[src/rtl/fetch_ctrl.sv]
// rtl/fetch_ctrl.sv - instruction fetch controller with fixed-latency memory and one-entry output slot
// Fetches one word per MEM_LAT cycles from a combinational instruction memory,
// holds it in a single output register until consumed, and redirects on branch.

module fetch_ctrl #(
  parameter int unsigned MEM_LAT  = 2,
  parameter logic [31:0] PC_RESET = 32'h0000_0000
) (
  input  logic        clk,
  input  logic        rst,
  input  logic        freeze,
  input  logic        branch_taken,
  input  logic [31:0] branch_addr,
  output logic [31:0] mem_addr,
  output logic        mem_req,
  input  logic [31:0] mem_rdata,
  output logic [31:0] inst_out,
  output logic [31:0] pc_out,
  output logic        inst_valid
);

  typedef enum logic [1:0] {
    IDLE  = 2'd0,
    FETCH = 2'd1,
    STALL = 2'd2
  } state_e;

  // Last wait-count value: the memory word is ready once cnt reaches this.
  localparam logic [3:0] LAT_M1 = 4'(MEM_LAT - 1);
  // Word-aligned reset address; byte offset bits are never meaningful.
  localparam logic [31:0] PC_RESET_ALIGNED = PC_RESET & ~32'd3;

  state_e      state_q, state_d;
  logic [3:0]  cnt_q, cnt_d;
  logic [31:0] pc_q, pc_d;
  logic [31:0] inst_q, inst_d;
  logic [31:0] pco_q, pco_d;
  logic        valid_q, valid_d;

  logic        slot_free;
  logic [31:0] pc_plus4;

  assign slot_free = !valid_q || !freeze;
  assign pc_plus4  = pc_q + 32'd4;

  assign mem_addr   = pc_q;
  assign mem_req    = (state_q != IDLE);
  assign inst_out   = inst_q;
  assign pc_out     = pco_q;
  assign inst_valid = valid_q;

  // State and datapath registers; reset discards any fetch in progress.
  always_ff @(posedge clk or posedge rst) begin
    if (rst) begin
      state_q <= IDLE;
      cnt_q   <= 4'd0;
      pc_q    <= PC_RESET_ALIGNED;
      inst_q  <= 32'd0;
      pco_q   <= 32'd0;
      valid_q <= 1'b0;
    end else begin
      state_q <= state_d;
      cnt_q   <= cnt_d;
      pc_q    <= pc_d;
      inst_q  <= inst_d;
      pco_q   <= pco_d;
      valid_q <= valid_d;
    end
  end

  // Next-state: branch redirect first, then wait counting, completion or stall.
  always_comb begin
    state_d = state_q;
    cnt_d   = cnt_q;
    pc_d    = pc_q;
    inst_d  = inst_q;
    pco_d   = pco_q;
    valid_d = valid_q;

    if (branch_taken) begin
      pc_d    = branch_addr & ~32'd3;
      cnt_d   = 4'd0;
      valid_d = 1'b0;
      state_d = FETCH;
    end else begin
      // Consumer took the held word this cycle; completion below may refill it.
      if (valid_q && !freeze) begin
        valid_d = 1'b0;
      end

      case (state_q)
        IDLE: begin
          state_d = FETCH;
        end
        FETCH, STALL: begin
          if (cnt_q < LAT_M1) begin
            cnt_d = cnt_q + 4'd1;
          end else if (slot_free) begin
            inst_d  = mem_rdata;
            pco_d   = pc_plus4;
            pc_d    = pc_plus4;
            valid_d = 1'b1;
            cnt_d   = 4'd0;
            state_d = FETCH;
          end else begin
            // Word is ready but the slot is occupied: hold address and count.
            state_d = STALL;
          end
        end
        default: begin
          state_d = IDLE;
        end
      endcase
    end
  end

endmodule

[config.mk]
export PLATFORM = sky130hd
export DESIGN_NAME = fetch_ctrl
export DESIGN_NICKNAME = d
export VERILOG_FILES = /design/src/rtl/fetch_ctrl.sv
export SDC_FILE = /design/constraint.sdc
export NUM_CORES = 1
export LEC_CHECK = 0
export ABC_AREA = 1
export BUFFER_PORTS_ARGS = -buffer_cell sky130_fd_sc_hd__buf_4
export CAP_MARGIN = 15
export CORE_MARGIN = 10
export CORE_UTILIZATION = 44
export DETAILED_ROUTE_END_ITERATION = 12
export PLACE_DENSITY = 0.71
export SYNTH_ARGS = -nofsm -noshare
export SYNTH_HDL_FRONTEND = slang
export SYNTH_SLANG_ARGS = --single-unit
export TNS_END_PERCENT = 30
[constraint.sdc]
create_clock -name clk -period 4.6 [get_ports clk]
set_input_delay 0.46 -clock clk [delete_from_list [all_inputs] [get_ports clk]]
set_output_delay 0.46 -clock clk [all_outputs]
set_load 0.005 [all_outputs]
== After elaboration in Yosys (flattened, before gate mapping) ==
Index checks and enable logic that the tools add are counted.

* Register bits: 103

* $add $sub $neg: 2
* Order comparisons: 1
* Eq/ne operators: 4
* Muxes and demuxes: 17
* Bitwise logic cells: 2
* Reduce and logical (&&, ||, !) cells: 13

{| class="wikitable"
|+ Operator list
! operator !! number
|-
| $mux 32 || 4
|-
| $add 32x3->32 const B || 1
|-
| $mux 4 || 4
|-
| $mux 2 || 3
|-
| $reduce_bool 2->1 || 3
|-
| $mux 1 || 5
|-
| $add 4x1->4 const B || 1
|-
| $lt 4x1->1 const B || 1
|-
| $pmux 2 s2 || 1
|-
| $reduce_and 4->1 || 1
|-
| $ne 3x3->1 const B || 1
|-
| $reduce_and 3->1 || 1
|-
| $reduce_bool 3->1 || 1
|-
| $eq 2x1->1 const B || 1
|-
| $eq 2x2->1 const B || 1
|-
| $logic_not 1->1 || 2
|-
| $logic_not 2->1 || 1
|-
| $ne 2x2->1 const B || 1
|-
| $not 1->1 || 2
|-
| $reduce_and 2->1 || 1
|-
| $reduce_or 2->1 || 1
|-
| $logic_and 1x1->1 || 1
|-
| $logic_or 1x1->1 || 1
|}

== Depth between registers and ports, before layout ==
Gate-level depths: netlist (run 1).

* Word-level depth: 7
* Gate-level depth with buffers: 10

== Worst setup path before layout (run 1) ==
No wires, ideal clock.

* Path type: register -> register
* Start point: reg state_q[0]
* End point: reg pco_q[24] (netlist: pc_out[24])
* Arrival time: 1.429 ns
* Setup slack: 3.053 ns
* Stages on the path, launching flop included: 10
* Period minus slack after synthesis: 1.547 ns
* Path through: dfrtp_1 > inv_1 > ha_1 > inv_2 > nor2_4 > nand3_2 > buf_2 > buf_2 > nand2_1 > nand2_1

* Word-level cells in the longest chain between the ends: 3
* Elaborated cells between the ends (all ways): 4

{| class="wikitable"
|+ RTL lines
! element !! RTL line !! text
|-
| start: declaration || 33 || <nowiki>state_e state_q, state_d;</nowiki>
|-
| start signal: assignment || 62 || <nowiki>state_q <= state_d;</nowiki>
|-
| $eq 2x1->1 or $eq 2x2->1 (tied branches) || 91 || <nowiki>case (state_q)</nowiki>
|-
| $reduce_or 2->1 (*) || 91 ||
|-
| $reduce_and 4->1 (no line) (*) || n/a ||
|-
| end signal: assignment || 66 || <nowiki>pco_q <= pco_d;</nowiki>
|-
| end: declaration || 37 || <nowiki>logic [31:0] pco_q, pco_d;</nowiki>
|}

Every way passes the cells marked *; elsewhere a longest branch is shown, timed or not.
A chain may end at the register's enable or synchronous reset.

== Final worst setup path (run 1) ==
* Start point: reg state_q[0]
* End point: reg pc_q[28] (netlist: mem_addr[28])

* Word-level cells in the longest chain between the ends: 4
* Elaborated cells between the ends (all ways): 5

{| class="wikitable"
|+ RTL lines
! element !! RTL line !! text
|-
| $eq 2x1->1 or $eq 2x2->1 (tied branches) || 91 ||
|-
| $reduce_or 2->1 (*) || 91 ||
|-
| $reduce_bool 2->1 (no line) (*) || n/a ||
|-
| $reduce_and 3->1 (no line) (*) || n/a ||
|-
| end signal: assignment || 64 || <nowiki>pc_q <= pc_d;</nowiki>
|-
| end: declaration || 35 || <nowiki>logic [31:0] pc_q, pc_d;</nowiki>
|}

Marks and branches as above.

==> key figures, run 1 <==
Routing
  – DR WL/cell: 15.2 um
  – DRT iter0 DRCs: ~360
  – Residual DRC: 0
  – Drt first pass iters: 4
  – Post-DRT Antenna Nets: 0
  – Vias: roughly 4.7k
  – DR vias/cell: 4.90
  – Total Routed Length: 14.6 mm

Critical path
  – CP startpoint kind: register
  – Crit path kind: reg -> reg
  – WP data required: 4890 ps
  – CP arrival: ~2600 ps
  – CP Capture Type: register
  – Critical-path maximum fanout: 58

Placed design
  – DP HPWL: 10.6 mm
  – Dpl cells: 945
  – Final Wtd Congestion: 0.910
  – Port buffer count: 159

Clocking
  – Clk buf depth: 2
  – CTS tree: yes
  – CTS sink cnt: 99
  – Clock slew at reported path FFs: roughly 70 ps
  – Root buffer cell: clkbuf_16
  – Post-CTS setup buffer count: 0
  – H-tree Lvls: 3
  – TritonCTS Buffers: 9
  – Post-CTS Resized: 0
  – Quantity of hold-fixing buffers added after cts: 0
  – Clk Latency, worst-skew pair: between 300 and 400 ps

STA
  – Final hold vios: 0
  – Worst Skew: 8.69 ps
  – Final Setup Violations: 0
  – Worst Max-Slew Pin Slew: 989 ps
  – RSZ-0062 raised after global routing: false
  – Worst slew margin: 0.340
  – Pins Over Slew Limit: 0
  – Setup TNS: 0 ps
  – Fmax: 439 MHz
  – Crit path time final: 2280 ps
  – Final Cycle Share: 0.495

Floorplanning
  – Chip width: 127 um
  – Die H: approximately 130 um
  – Initial core utilization: 0.445
  – # rows: 39
  – Die ar.: 16100 um^2
  – IO Pins: approximately 170
  – Core Region: 11300 um^2

Layout
  – Layout cell share with drive strength beyond 1: 0.254
  – Fin nets: approximately 890
  – # diodes: 0
  – Area growth, synth to finish: 30.4%
  – Post-Layout Cell Count: 961

Global route
  – Gr usage total: 0.175
  – Antenna violations before repair: 0
  – Global-route wire length before repair: ~23 mm
  – Vias in the first global route: 4675
  – GRT Residual Overflow: 0
  – Largest net degree at the start of global routing: 67

Pwr
  – Max IR drop VDD: 0.430 mV
  – Power Dens Cells: 672 nW/um^2
  – Leakage power: about 3.6 nW

Yosys
  – Synth Warn #: 0
  – #FFs+latches synth: 99
  – Mapped Area: approximately 5000 um^2
  – Mapped Avg Cell Area: 7.57 um^2
  – Syn Inst Count: 665
  – Main synth FF type: dfrtp_1
  – Post-synthesis sequential area ratio: 0.492
  – Post-synth EDFFs: 0
  – Synth cell types: 31
  – Asr flop ratio synth: 1.00

Flow run
  – Maxcap violations: 0

Status
  – Status: complete, no violations

Min path
  – Class of the worst hold path: in -> async
cells in the final DEF, fill, tap and decap left out, types with 3 or more instances in the layout:
cell type	Yosys	final
a21oi_1	23	23
o211ai_1	3	3
nand2_1	321	321
ha_1	5	5
nand3b_1	6	6
nand2_2	5	5
o21ai_1	5	5
o21ai_0	17	17
nor2_1	51	51
clkbuf_16	0	9
inv_1	41	40
clkinvlp_4	0	4
dfrtp_1	99	99
nor2_4	11	11
buf_4	6	162
nand3_2	3	3
inv_2	4	4
xor2_1	3	3
a22oi_1	5	5
xnor2_1	4	4
conb_1	1	4
nand3_1	18	18
cell type report:
class	instances	area, um^2
timing repair buffer	162	1220
clock inverter	7	63.8
tap	143	179
multi-input combinational	496	2230
inverter	45	171
sequential	99	2480
fill	1062	4750
clock buffer	9	225
sequential cells by signal (all words and copies together), names as in the netlist:
register    cells
inst_out       32
inst_valid      1
pc_out         30
cnt_q           4
mem_addr       30
state_q         2
layer usage:
metal  up-vias  routed length [um]  track usage
met5         -                   0            0
met4         0                 242       0.0596
li1       2338                   -            -
met2       145                7080        0.287
met1      2207                6170        0.216
met3        20                1150       0.0529
Yosys cell counts (2+ instances only):
cell      instances  area [um^2]
nand2_1         321         1200
dfrtp_1          99         2480
nor2_1           51          191
inv_1            41          154
a21oi_1          23          115
nand3_1          18         90.1
o21ai_0          17         85.1
buf_2            14         70.1
nor2_4           11          124
buf_4             6         45.0
nand3b_1          6         45.0
a22oi_1           5         37.5
clkbuf_1          5         18.8
ha_1              5         62.6
nand2_2           5         31.3
o21ai_1           5         25.0
inv_2             4         15.0
xnor2_1           4         35.0
buf_6             3         33.8
nand3_2           3         30.0
o211ai_1          3         22.5
xor2_1            3         26.3
a31oi_1           2         12.5
nand2_4           2         22.5
nand4_1           2         12.5
nor2_2            2         12.5
metrics by stage:
step	hold slack, ps	setup WS (ps)	utilization	power (mW)	area, um^2
2_1_floorplan	471	1550	-	2.74	5050
3_3_place_gp	463	2180	0.555	3.65	6280
3_5_place_dp	466	2080	0.555	3.73	6280
4_1_cts	243	2340	0.580	4.48	6570
5_1_grt	259	2100	0.580	4.81	6570
6_report	203	2320	0.580	4.42	6570
cell families after synthesis:
group / Yosys count / share of synthesized area
fa+ha+maj: 5 / 0.0124
simple gates: 424 / 0.355
other cells: 1 / 0.000744
flops: 99 / 0.492
buf+inv: 73 / 0.0668
xor+xnor: 7 / 0.0122
compound gates: 56 / 0.0609
power by group:
part           switching [mW]  leakage, nW  internal (mW)
Sequential              0.359         1.22           1.28
Clock                   0.356        0.127          0.374
Combinational            1.13         2.22          0.922
Total                    1.84         3.57           2.58
final timing paths:
check                                               from  slack [ps]  cells past startpoint                        to
worst max-delay path              state_q[0]$_DFFE_PP0P_        2320                      8  mem_addr[28]$_DFFE_PP0P_
worst min-delay path                                 rst         200                      2  inst_out[16]$_DFFE_PP0P_
worst max register to register    state_q[0]$_DFFE_PP0P_        2320                      8  mem_addr[28]$_DFFE_PP0P_
worst min register to register  inst_out[21]$_DFFE_PP0P_         480                      2  inst_out[21]$_DFFE_PP0P_
max in group asynchronous                            rst        3310                      3  mem_addr[27]$_DFFE_PP0P_
min in group clk                           mem_rdata[28]         290                      3  inst_out[28]$_DFFE_PP0P_
critical path, stage by stage, from the launching register on:
cell,delay [ps]
dfrtp_1,370
inv_1,50
ha_1,370
inv_2,70
nor2_4,140
nand3_2,90
inv_2,740
nand2_1,230
nand2_1,120
No activity file was read; power rests on OpenSTA's default activity.
==> inputs of run 2 (changes only) <==
==> constraint.sdc (replaced) <==
create_clock -name clk -period 2.4 [get_ports clk]
set_input_delay 0.24 -clock clk [delete_from_list [all_inputs] [get_ports clk]]
set_output_delay 0.24 -clock clk [all_outputs]
set_load 0.005 [all_outputs]
==> run 2 against run 1 <==
First-iteration DRC count rose by 2.2%; worst setup slack got worse by 1800 ps; critical path depth fell by 1; sequential power rose by 91%; clock skew rose by 2.2 ps; clock-buffer cell count did not move; non-clock buffer count rose by 4; largest power group unchanged.
==> key figures, run 2 (synthesis gave the netlist of run 1 again) <==
Status
  – Status: complete, no violations

Pwr
  – Leakage power: 3.62 nW (+1.4%)
  – Power Dens Cells: 1300 nW/um^2 (+93%)
  – Total power: 8.61 mW (+95%)
  – Max IR drop VDD: 0.747 mV (+74%)

Critical path
  – CP startpoint kind: register
  – Slowest stage delay, CP: 570 ps (-170 ps)
  – WP data required: 2610 ps (-2280 ps)
  – Reg-to-Reg End: pc_out[5]$_DFFE_PP0P_
  – Crit-path slowest cell: buf_4
  – Reg2Reg Launch Point: state_q[0]$_DFFE_PP0P_
  – CP arrival: 2110 ps (-460 ps)
  – Top delay family on crit path: buffers and inverters
  – FF-to-FF setup slack: 510 ps (-1820 ps)
  – CP bufs+invs: 3 (unchanged)
  – CP Capture Type: register
  – Critical-path maximum fanout: 66 (+14%)
  – R2R cell count: 7 (-1)
  – Crit path kind: reg -> reg
  – Worst-path cell chain: inv_1 -> ha_1 -> inv_2 -> nor2_4 -> nand3_2 -> buf_4 -> o21ai_0

STA
  – Worst Skew: 10.9 ps (+2.17 ps)
  – Final Setup Violations: 0 (unchanged)
  – Worst slew margin: 0.545 (+0.205)
  – Fmax: 528 MHz (+20%)
  – Pins Over Slew Limit: 0 (unchanged)
  – Final Cycle Share: 0.789 (+0.294)
  – RSZ-0062 raised after global routing: false
  – Final hold vios: 0 (unchanged)
  – Fin worst setup slack: 506 ps (-1820 ps)
  – Crit path time final: 1890 ps (-384 ps)
  – Worst Max-Slew Pin Slew: 683 ps (-307 ps)
  – Setup TNS: 0 ps (unchanged)

Floorplanning
  – Core Region: 11300 um^2 (unchanged)
  – IO Pins: 166 (unchanged)
  – Initial core utilization: 0.445 (unchanged)
  – # rows: 39 (unchanged)
  – Die ar.: 16100 um^2 (unchanged)
  – Die H: 127 um (unchanged)
  – Chip width: 127 um (unchanged)

Global route
  – Gr usage total: 0.178 (+0.00305)
  – Global-route wire length before repair: 23.7 mm (+1.1%)
  – Antenna violations before repair: 0 (unchanged)
  – Largest net degree at the start of global routing: 100 (+49%)
  – Vias in the first global route: 4737 (+1.3%)
  – GRT Residual Overflow: 0 (unchanged)

Clocking
  – Clock slew at reported path FFs: 80 ps (about the same)
  – Post-CTS setup buffer count: 0 (unchanged)
  – Clk Latency, worst-skew pair: 360 ps (about the same)
  – Root buffer cell: clkbuf_16
  – CTS tree: yes
  – TritonCTS Buffers: 9 (unchanged)
  – Clk buf depth: 2 (unchanged)
  – CTS sink cnt: 99 (unchanged)
  – H-tree Lvls: 3 (unchanged)
  – Quantity of hold-fixing buffers added after cts: 0 (unchanged)
  – Post-CTS Resized: 0 (unchanged)

Routing
  – DR WL/cell: 15.0 um (-1.4%)
  – Total Routed Length: 14.5 mm (-1.0%)
  – DR vias/cell: 4.89 (-0.16%)
  – Vias: 4722 (+0.25%)
  – Drt first pass iters: 5 (+1)
  – Post-DRT Antenna Nets: 0 (unchanged)
  – Residual DRC: 0 (unchanged)
  – DRT iter0 DRCs: 370 (+2.2%)

Layout
  – Commonest non-fill, non-tap cell in the layout: nand2_1
  – Post-Layout Cell Count: 965 (+0.42%)
  – Area growth, synth to finish: 31.8%
  – # fillers: 1083 (+2.0%)
  – Layout cell share with drive strength beyond 1: 0.258 (+0.00363)
  – Largest register FFs: 32 (unchanged)
  – Final Instance Area: 6640 um^2 (+1.1%)
  – Most frequent cells in the layout: nand2_1, buf_4, dfrtp_1
  – Area of the multi-input gates: 2230 um^2 (unchanged)
  – Seq. cell area: 2480 um^2 (unchanged)
  – Fin nets: 890 (+0.45%)
  – # diodes: 0 (unchanged)

Placed design
  – Port buffer count: 159 (unchanged)
  – Final Wtd Congestion: 0.861 (-5.3%)
  – DP HPWL: 10.7 mm (+0.91%)
  – Dpl cells: 949 (+0.42%)
  – Area after DPL: 6330 um^2 (+0.90%)
  – Dpl ws: 499 ps (-1580 ps)

Flow run
  – Maxcap violations: 0 (unchanged)

Min path
  – Class of the worst hold path: in -> async
[run 2: changes by cell type in the layout (fill, tap and decap cells not counted)]
cell / delta
buf_4: +2
buf_12: +2
clkinv_8: -1
inv_6: +2
clkinvlp_4: -3
clkinv_2: +1
inv_8: +1
bufinv_16: +1
inv_4: -1
[run 2: cell type report]
cell class                 instances  area share
timing repair buffer             166       0.191
clock inverter                     7      0.0122
clock buffer                       9      0.0339
multi-input combinational        496       0.336
inverter                          45      0.0260
sequential                        99       0.373
tap                              143      0.0269
[run 2: metrics by stage]
stage / hold WS (ps) / utilization
2_1_floorplan: 350 / -
3_3_place_gp: 435 / 0.560
3_5_place_dp: 439 / 0.560
4_1_cts: 65.3 / 0.587
5_1_grt: 77.5 / 0.587
6_report: 22.8 / 0.587
[run 2: power breakdown]
part	switching, mW	total [mW]	internal [mW]	leakage, nW
clock network	0.676	1.50	0.827	0.153
logic	2.17	3.98	1.81	2.24
registers	0.672	3.13	2.45	1.22
total	3.51	8.61	5.09	3.62
[run 2: how the worst max path moves through the flow]
stage / slack [ps] / endpoint / depth (start not counted) / startpoint
final: 510 / pc_out[5]$_DFFE_PP0P_ / 7 / state_q[0]$_DFFE_PP0P_
after global routing: 270 / pc_out[6]$_DFFE_PP0P_ / 7 / state_q[0]$_DFFE_PP0P_
after CTS: 490 / pc_out[6]$_DFFE_PP0P_ / 7 / state_q[0]$_DFFE_PP0P_
after detailed placement: 500 / pc_out[5]$_DFFE_PP0P_ / 7 / state_q[0]$_DFFE_PP0P_
after global placement: 540 / pc_out[10]$_DFFE_PP0P_ / 7 / state_q[0]$_DFFE_PP0P_
after floorplan: 850 / pc_out[24]$_DFFE_PP0P_ / 9 / state_q[0]$_DFFE_PP0P_
[run 2: worst register-to-register path, stage by stage, from the launching register on]
cell and delay (ps):
dfrtp_1 360, inv_1 50, ha_1 350, inv_2 100, nor2_4 50, nand3_2 70
buf_4 570, o21ai_0 200
[run 2: routing by layer]
layer | up-vias | routed length, um | GRT usage
met4 | 0 | 186 | 0.0549
met3 | 16 | 1160 | 0.0591
met5 | - | 0 | 0
met1 | 2213 | 6000 | 0.219
met2 | 137 | 7150 | 0.291
li1 | 2356 | - | -
